File: src/rtl/eth_infifo_reader.sv
// AXI4 read master that drains Ethernet frames from the INFIFO slave port.
// Each command moves one frame as a byte-qualified stream with tkeep/tlast.
module eth_infifo_reader #(
  parameter int                ADDR_W    = 32,
  parameter int                DATA_W    = 32,
  parameter int                ID_W      = 8,
  parameter int                MAX_BURST = 16,
  parameter logic [ADDR_W-1:0] BASE_ADDR = '0,
  parameter logic [ID_W-1:0]   AR_ID     = '0
) (
  input  logic                clk_axi,
  input  logic                rst_axi,
  input  logic                cmd_valid,
  output logic                cmd_ready,
  input  logic [15:0]         cmd_len,
  output logic [ID_W-1:0]     arid,
  output logic [ADDR_W-1:0]   araddr,
  output logic [7:0]          arlen,
  output logic [2:0]          arsize,
  output logic [1:0]          arburst,
  output logic                arvalid,
  input  logic                arready,
  input  logic [ID_W-1:0]     rid,
  input  logic [DATA_W-1:0]   rdata,
  input  logic [1:0]          rresp,
  input  logic                rlast,
  input  logic                rvalid,
  output logic                rready,
  output logic [DATA_W-1:0]   m_tdata,
  output logic [DATA_W/8-1:0] m_tkeep,
  output logic                m_tlast,
  output logic                m_tvalid,
  input  logic                m_tready,
  output logic                done,
  output logic                err,
  output logic [1:0]          dbg_state
);

  localparam int BYTES  = DATA_W / 8;
  localparam int SIZE_W = $clog2(BYTES);

  typedef enum logic [1:0] {S_IDLE, S_AR, S_DATA, S_DONE} state_t;

  state_t               state;
  logic [16:0]          beats_left;
  logic [SIZE_W-1:0]    tail;
  logic [8:0]           burst_cnt;
  logic [16:0]          cmd_beats;
  logic [BYTES-1:0]     keep_last;
  logic                 r_hs;
  logic                 last_beat;
  logic                 burst_end;
  logic                 unused_rid;

  function automatic logic [7:0] burst_len(input logic [16:0] beats);
    logic [16:0] n;
    n = (beats > 17'(MAX_BURST)) ? 17'(MAX_BURST) : beats;
    return 8'(n - 17'd1);
  endfunction

  assign cmd_beats = ({1'b0, cmd_len} + 17'(BYTES - 1)) >> SIZE_W;

  always_comb begin
    keep_last = '0;
    for (int i = 0; i < BYTES; i++) begin
      keep_last[i] = (tail == '0) || (i < int'(tail));
    end
  end

  // Handshakes are valid/ready: a transfer happens on a rising edge where both are high;
  // valid never drops and its payload never changes until that edge.
  assign cmd_ready  = (state == S_IDLE);
  assign rready     = (state == S_DATA) && (!m_tvalid || m_tready);
  assign r_hs       = rvalid && rready;
  assign last_beat  = (beats_left == 17'd1);
  assign burst_end  = (burst_cnt == 9'd1);
  assign araddr     = BASE_ADDR;
  assign arburst    = 2'b01;
  assign arsize     = 3'(SIZE_W);
  assign arid       = AR_ID;
  assign dbg_state  = state;
  assign unused_rid = ^rid;

  always_ff @(posedge clk_axi) begin
    if (rst_axi) begin
      state      <= S_IDLE;
      arvalid    <= 1'b0;
      arlen      <= '0;
      beats_left <= '0;
      tail       <= '0;
      burst_cnt  <= '0;
      m_tdata    <= '0;
      m_tkeep    <= '0;
      m_tlast    <= 1'b0;
      m_tvalid   <= 1'b0;
      done       <= 1'b0;
      err        <= 1'b0;
    end else begin
      done <= 1'b0;
      if (m_tvalid && m_tready) m_tvalid <= 1'b0;
      case (state)
        S_IDLE: begin
          if (cmd_valid) begin
            beats_left <= cmd_beats;
            tail       <= cmd_len[SIZE_W-1:0];
            err        <= 1'b0;
            if (cmd_len == 16'd0) begin
              state <= S_DONE;
            end else begin
              arlen   <= burst_len(cmd_beats);
              arvalid <= 1'b1;
              state   <= S_AR;
            end
          end
        end
        S_AR: begin
          if (arready) begin
            arvalid   <= 1'b0;
            burst_cnt <= {1'b0, arlen} + 9'd1;
            state     <= S_DATA;
          end
        end
        S_DATA: begin
          if (r_hs) begin
            m_tdata    <= rdata;
            m_tvalid   <= 1'b1;
            m_tlast    <= last_beat;
            m_tkeep    <= last_beat ? keep_last : '1;
            beats_left <= beats_left - 17'd1;
            burst_cnt  <= burst_cnt - 9'd1;
            // The internal count ends the burst; rlast is only cross-checked.
            if (rresp != 2'b00 || rlast != burst_end) err <= 1'b1;
            if (burst_end) begin
              if (!last_beat) begin
                arlen   <= burst_len(beats_left - 17'd1);
                arvalid <= 1'b1;
                state   <= S_AR;
              end else begin
                state <= S_DONE;
              end
            end
          end
        end
        S_DONE: begin
          if (!m_tvalid || m_tready) begin
            done  <= 1'b1;
            state <= S_IDLE;
          end
        end
        default: state <= S_IDLE;
      endcase
    end
  end

endmodule
File: config.mk
export PLATFORM = sky130hd
export DESIGN_NAME = eth_infifo_reader
export DESIGN_NICKNAME = d
export VERILOG_FILES = /design/src/rtl/eth_infifo_reader.sv
export SDC_FILE = /design/constraint.sdc
export NUM_CORES = 1
export LEC_CHECK = 0
export ABC_AREA = 1
export CAP_MARGIN = 40
export CORE_UTILIZATION = 40
export DETAILED_ROUTE_END_ITERATION = 6
export PLACE_DENSITY = 0.74
export SLEW_MARGIN = 20
export SYNTH_ARGS = -nofsm -noshare
export SYNTH_HDL_FRONTEND = slang
export SYNTH_SLANG_ARGS = --single-unit
File: constraint.sdc
create_clock -name clk_axi -period 2.03 [get_ports clk_axi]
set_input_delay 0.3045 -clock clk_axi [delete_from_list [all_inputs] [get_ports clk_axi]]
set_output_delay 0.3045 -clock clk_axi [all_outputs]
set_load 0.02 [all_outputs]
# Yosys cells after proc, flatten, opt, wreduce, memory -nomap -nowiden

Cells that the tools add are included.

Add/sub/neg operators: 6
$lt $le $gt $ge: 5
Equality and inequality tests: 14
Muxes and demuxes: 38
Bitwise gates (word level): 1
Reduce and logical (&&, ||, !) cells: 25

Operators by type and width:

| kind                    | number |
|---|---|
| $mux W8                 | 7 |
| $mux W17                | 2 |
| $pmux W17 S2            | 1 |
| $mux W9                 | 2 |
| $pmux W9 S2             | 1 |
| $add A16 B2 Y17 const B | 1 |
| $eq A17 B1 Y1 const B   | 1 |
| $gt A17 B5 Y1 const B   | 1 |
| $sub A17 B1 Y17 const B | 1 |
| $logic_not A16 Y1       | 1 |
| $pmux W8 S2             | 1 |
| $sub A8 B1 Y8 const B   | 2 |
| $gt A15 B5 Y1 const B   | 1 |
| $mux W2                 | 7 |
| $ne A2 B2 Y1 const B    | 7 |
| $mux W1                 | 13 |
| $add A8 B1 Y9 const B   | 1 |
| $eq A9 B1 Y1 const B    | 1 |
| $sub A9 B1 Y9 const B   | 1 |
| $pmux W2 S4             | 1 |
| $reduce_and A7 Y1       | 1 |
| $reduce_and A3 Y1       | 2 |
| $reduce_and A6 Y1       | 1 |
| $reduce_bool A2 Y1      | 3 |
| 19 further kinds        | 29 |

Bits in registers: 79
Input bits: 65

# Logic depth before layout (Yosys ltp)

Depth after elaboration: 8
Gate-level depth with buffers: 20

# Least setup slack after synthesis

No wires, ideal clock.

Path type: register to register
Start: register beats_left[0]
End: register arlen[4]
Library setup time: 115 ps
Data arrival time: 2,144 ps
Required time: 1,915 ps
Path slack: -229 ps
Cell stages (with the launch flop): 19
Clock period less this slack: 2,259 ps
Path through: dfxtp_1 > inv_1 > ha_1 > nand2_1 > xor2_1 > nor2_1 > nor2_1 > nand2_1 > nor2_1 > nand3_1 > nand2_1 > inv_1 > ha_1 > inv_1 > nor2_1 > nand2_1 > nand2_1 > nor2_1 > nor2_1

Cells in the longest elaborated chain, start to end: 8
Elaborated cells on any way between the ends: 11

Ends and longest elaborated chain:

| what                     | line | RTL |
|---|---|---|
| start: declaration       | 45   | `logic [16:0] beats_left;` |
| start signal: assignment | 104  | `beats_left <= cmd_beats;` |
| start signal: assignment | 129  | `beats_left <= beats_left - 17'd1;` |
| $sub A17 B1 Y17          | 135  | `arlen <= burst_len(beats_left - 17'd1);` |
| $gt A17 B5 Y1            | 57   | `n = (beats > 17'(MAX_BURST)) ? 17'(MAX_BURST) : beats;` |
| $mux W8                  | 57   |  |
| $sub A8 B1 Y8            | 58   | `return 8'(n - 17'd1);` |
| $mux W8                  | 134  | `if (!last_beat) begin` |
| $mux W8                  | 133  | `if (burst_end) begin` |
| $mux W8                  | 124  | `if (r_hs) begin` |
| $pmux W8 S2              | 101  | `case (state)` |
| end signal: assignment   | 110  | `arlen <= burst_len(cmd_beats);` |
| end signal: assignment   | 135  |  |
| end: declaration         | 18   | `output logic [7:0] arlen,` |

Parallel ways exist; a longest one is shown, timed or not. The select of a mux whose other input is x is not followed.
A chain may end at the register's enable or synchronous reset.

# Worst setup path in the final report

Start: register beats_left[7]
End: register arlen[4]

The elaborated chain is that of the path after synthesis.

==> flow_summary.yaml <==
run_status:
  status: "complete, but fails checks"
  violations: "design-rule violations, negative setup slack"
critical_path:
  crit_family: "simple AND/OR/NAND/NOR gates"
  r2r_start: "beats_left[7]$_SDFFE_PP0P_"
  path_cells: "nor2_1, nand2_1, nor2_1, nand2_1, nand2_1, nand2_1, inv_1, nand3_2, nor2_4, nand3_2, nand2_1, inv_2, ha_4, inv_2, nor2_2, nand2_1, nand2_1, nor2_1, nor2_1"
  worstSetupPathDepth: 19
  end_kind: "flip-flop"
  cp.required_ps: 2270
  crit_type: "flip-flop to flip-flop"
  crit_slowest_cell: "dfxtp_2"
  r2r_end: "arlen[4]$_SDFFE_PP0P_"
  crit_fanout: 5
  reg2reg_setup_slack_ps: -160
  critPathMaxStageDelay_ps: 360
  critPathMostFrequentCell: "nand2_1"
  cp-startpoint: "beats_left[7]$_SDFFE_PP0P_"
  crit_buf_inv: 3
  crit_arrival_ps: 2430
  cp-start-kind: "flip-flop"
  crit_end: "arlen[4]$_SDFFE_PP0P_"
  rr_worst_depth: 19
placement:
  dp.cells: 1078
  placed_area_um2: 6620
  hpwlAfterDp_um: 10400
  place_congestion: 0.889
  pre_cts_ws_ps: -657
  numPortBuffers: 109
layout:
  nFillCells: 1028
  finalNetCount: 1035
  layout_commonest_cell: "nand2_1"
  antennaDiodeCount: 0
  fin_area_um2: 7330
  final_cell_mix: "nand2_1, buf_4, clkdlybuf4s50_1"
  fin_cells: 1110
  area_growth_pct: 51.2
  drive_above_1_share_pct: 23.9
logic_synthesis:
  synth_flop_cell: "dfxtp_1"
  synthArstFlopShare_pct: 0
  synth_warnings: 0
  synth_top_cell_by_area: "dfxtp_1"
  synth_area_leaders: "dfxtp_1, nand2_1, buf_4, a21oi_1, nor2_1"
  ys_seq_area_share_pct: 32.6
  synthCells: 755
  netlist-cell-type-count: 40
  ys_seq_elements: 79
  synth_edf_count: 0
  synthesis.area_um2: 4850
  yosysTopAreaCellShare_pct: 32.6
  syn_area_per_cell_um2: 6.42
flow_run:
  maxCapViolCount: 0
sta:
  setup_violations: 9
  rsz0062_at_grt: "yes"
  fin_crit_ps: 2190
  fmax_mhz: 457
  hold_viol: 0
  max-slew-margin-rel_pct: 61.7
  fin_crit_sh_pct: 108
  slew_viol_final: 0
  hold_ws_ps: 392
  tightest_slew_ps: 575
  clock_skew_ps: 6.52
  setup_slack_ps: -158
floorplanning:
  die_w_um: 112
  io-pin-count: 163
  initial_utilization_pct: 41.7
  die_area_um2: 12600
  die_y_um: 112
  core_area_um2: 11600
  rows: 39
global_routing:
  grt_use_total_pct: 23.6
  antenna_found_initial: 0
  grt_pass1_wl_um: 23900
  grt_pass1_vias: 5187
  grt_overflow: 0
  grt_max_degree: 54
pwr:
  ir_drop_mv: 0.701
  power_density_nw_per_um2: 1350
  p_leak_nw: 3.25
cts:
  clock_latency_ps: 340
  tritoncts: "built"
  clockBufferDepth: 2
  cts_buffers: 9
  cts_max_level: 3
  cts_sinks: 79
  path_clk_slew_ps: 70
  root_buffer: "clkbuf_16"
hold_path:
  whs_path_depth: 4
  hold_path.class: "primary input to flip-flop"
route:
  vias_per_cell: 4.90
  post-route-drc-count: 1
  drt_wl_total_um: 14600
  vias: 5438
  initialDrtViolationCount: 268
  post_drt_wl_per_cell_um: 13.1
  ant_nets: 0
  drt_pass1_iterations: 7
==> tightest hold or removal path: cells and delay by family <==
kind	cells	cell delay (ps)
buffers and inverters	2	230
and+or+nand+nor	1	130
AOI/OAI and AO/OA	1	30
==> synthesized netlist by cell type (5+ instances only) <==
cell      count
o21ai_0      29
nand3b_1      6
dfxtp_1      79
nor3_1        8
a21oi_1      60
o211ai_1      9
xnor2_1       5
nor2_2       13
buf_4        46
a211oi_1      6
a31oi_1       7
nand2_1     221
nand4_1      12
nand3_1      38
nor2_1       77
ha_1          8
clkbuf_1     20
inv_1        72
==> per-layer routing <==
layer / share of wire [%] / GRT usage [%]
met1: 42 / 28.6
met2: 48 / 40.0
met3: 8.0 / 7.29
met4: 1.5 / 6.93
met5: 0 / 0
==> through the flow <==
stage	power [mW]	util, %	setup TNS [ps]
floorplan	5.33	-	0
global placement	7.24	57.0	-3870
detailed placement	7.31	57.0	-4470
CTS	9.44	61.8	-666
global route	10.7	63.1	-1980
finish	9.92	63.1	-869
==> cell type report <==
cell class / instances / area [um2] / area share (%)
clock buffer: 10 / 239 / 3.26
clock inverter: 6 / 75.1 / 1.02
inverter: 77 / 294 / 4.01
multi-input combinational: 573 / 3000 / 40.9
sequential: 79 / 1600 / 21.8
tap: 143 / 179 / 2.44
timing repair buffer: 222 / 1940 / 26.5
==> state kept, by name, indices dropped and copies added (netlist names) <==
name and cells:
dbg_state 2, m_tdata 32, err 1, m_tvalid 1, m_tkeep 4, m_tlast 1
burst_cnt 9, beats_left 17, arlen 8, done 1, arvalid 1, tail 2
==> worst min-delay path by stage <==
stage                                      to                     start  slack [ps]
floorplan             m_tdata[0]$_SDFFE_PP0P_                  rdata[0]         450
global placement     m_tdata[24]$_SDFFE_PP0P_  m_tdata[24]$_SDFFE_PP0P_         450
detailed placement   m_tdata[24]$_SDFFE_PP0P_  m_tdata[24]$_SDFFE_PP0P_         460
CTS                 dbg_state[1]$_SDFFE_PP0P_                   rst_axi         370
global route        dbg_state[1]$_SDFFE_PP0P_                   rst_axi         450
finish              dbg_state[1]$_SDFFE_PP0P_                   rst_axi         390
==> power breakdown <==
part / switching (mW) / internal, mW / total, mW
combinational: 3.29 / 2.57 / 5.85
sequential: 0.381 / 1.96 / 2.34
clock: 0.721 / 1.01 / 1.73
total: 4.39 / 5.54 / 9.92
==> timing repair <==
| item | 4_1_cts | 5_1_grt |
|---|---|---|
| cloned | 0 | 0 |
| endpoints found under the setup margin | 10 | 10 |
| hold buffers | 0 | 0 |
| setup buffers | 16 | 3 |
| gates resized for setup | 70 | 40 |
| pin swaps | 31 | 16 |
==> logic make-up (layout without fill, tap and decap cells) <==
| group | Yosys count | after routing | synth area share [%] |
|---|---|---|---|
| xor+xnor | 9 | 9 | 1.63 |
| buf+inv | 146 | 315 | 14.9 |
| simple gates | 382 | 382 | 33.3 |
| fa+ha+maj | 8 | 8 | 2.07 |
| flops | 79 | 79 | 32.6 |
| other cells | 2 | 45 | 0.155 |
| compound gates | 129 | 129 | 15.3 |
Note: power is estimated with default switching activity, not from simulation.
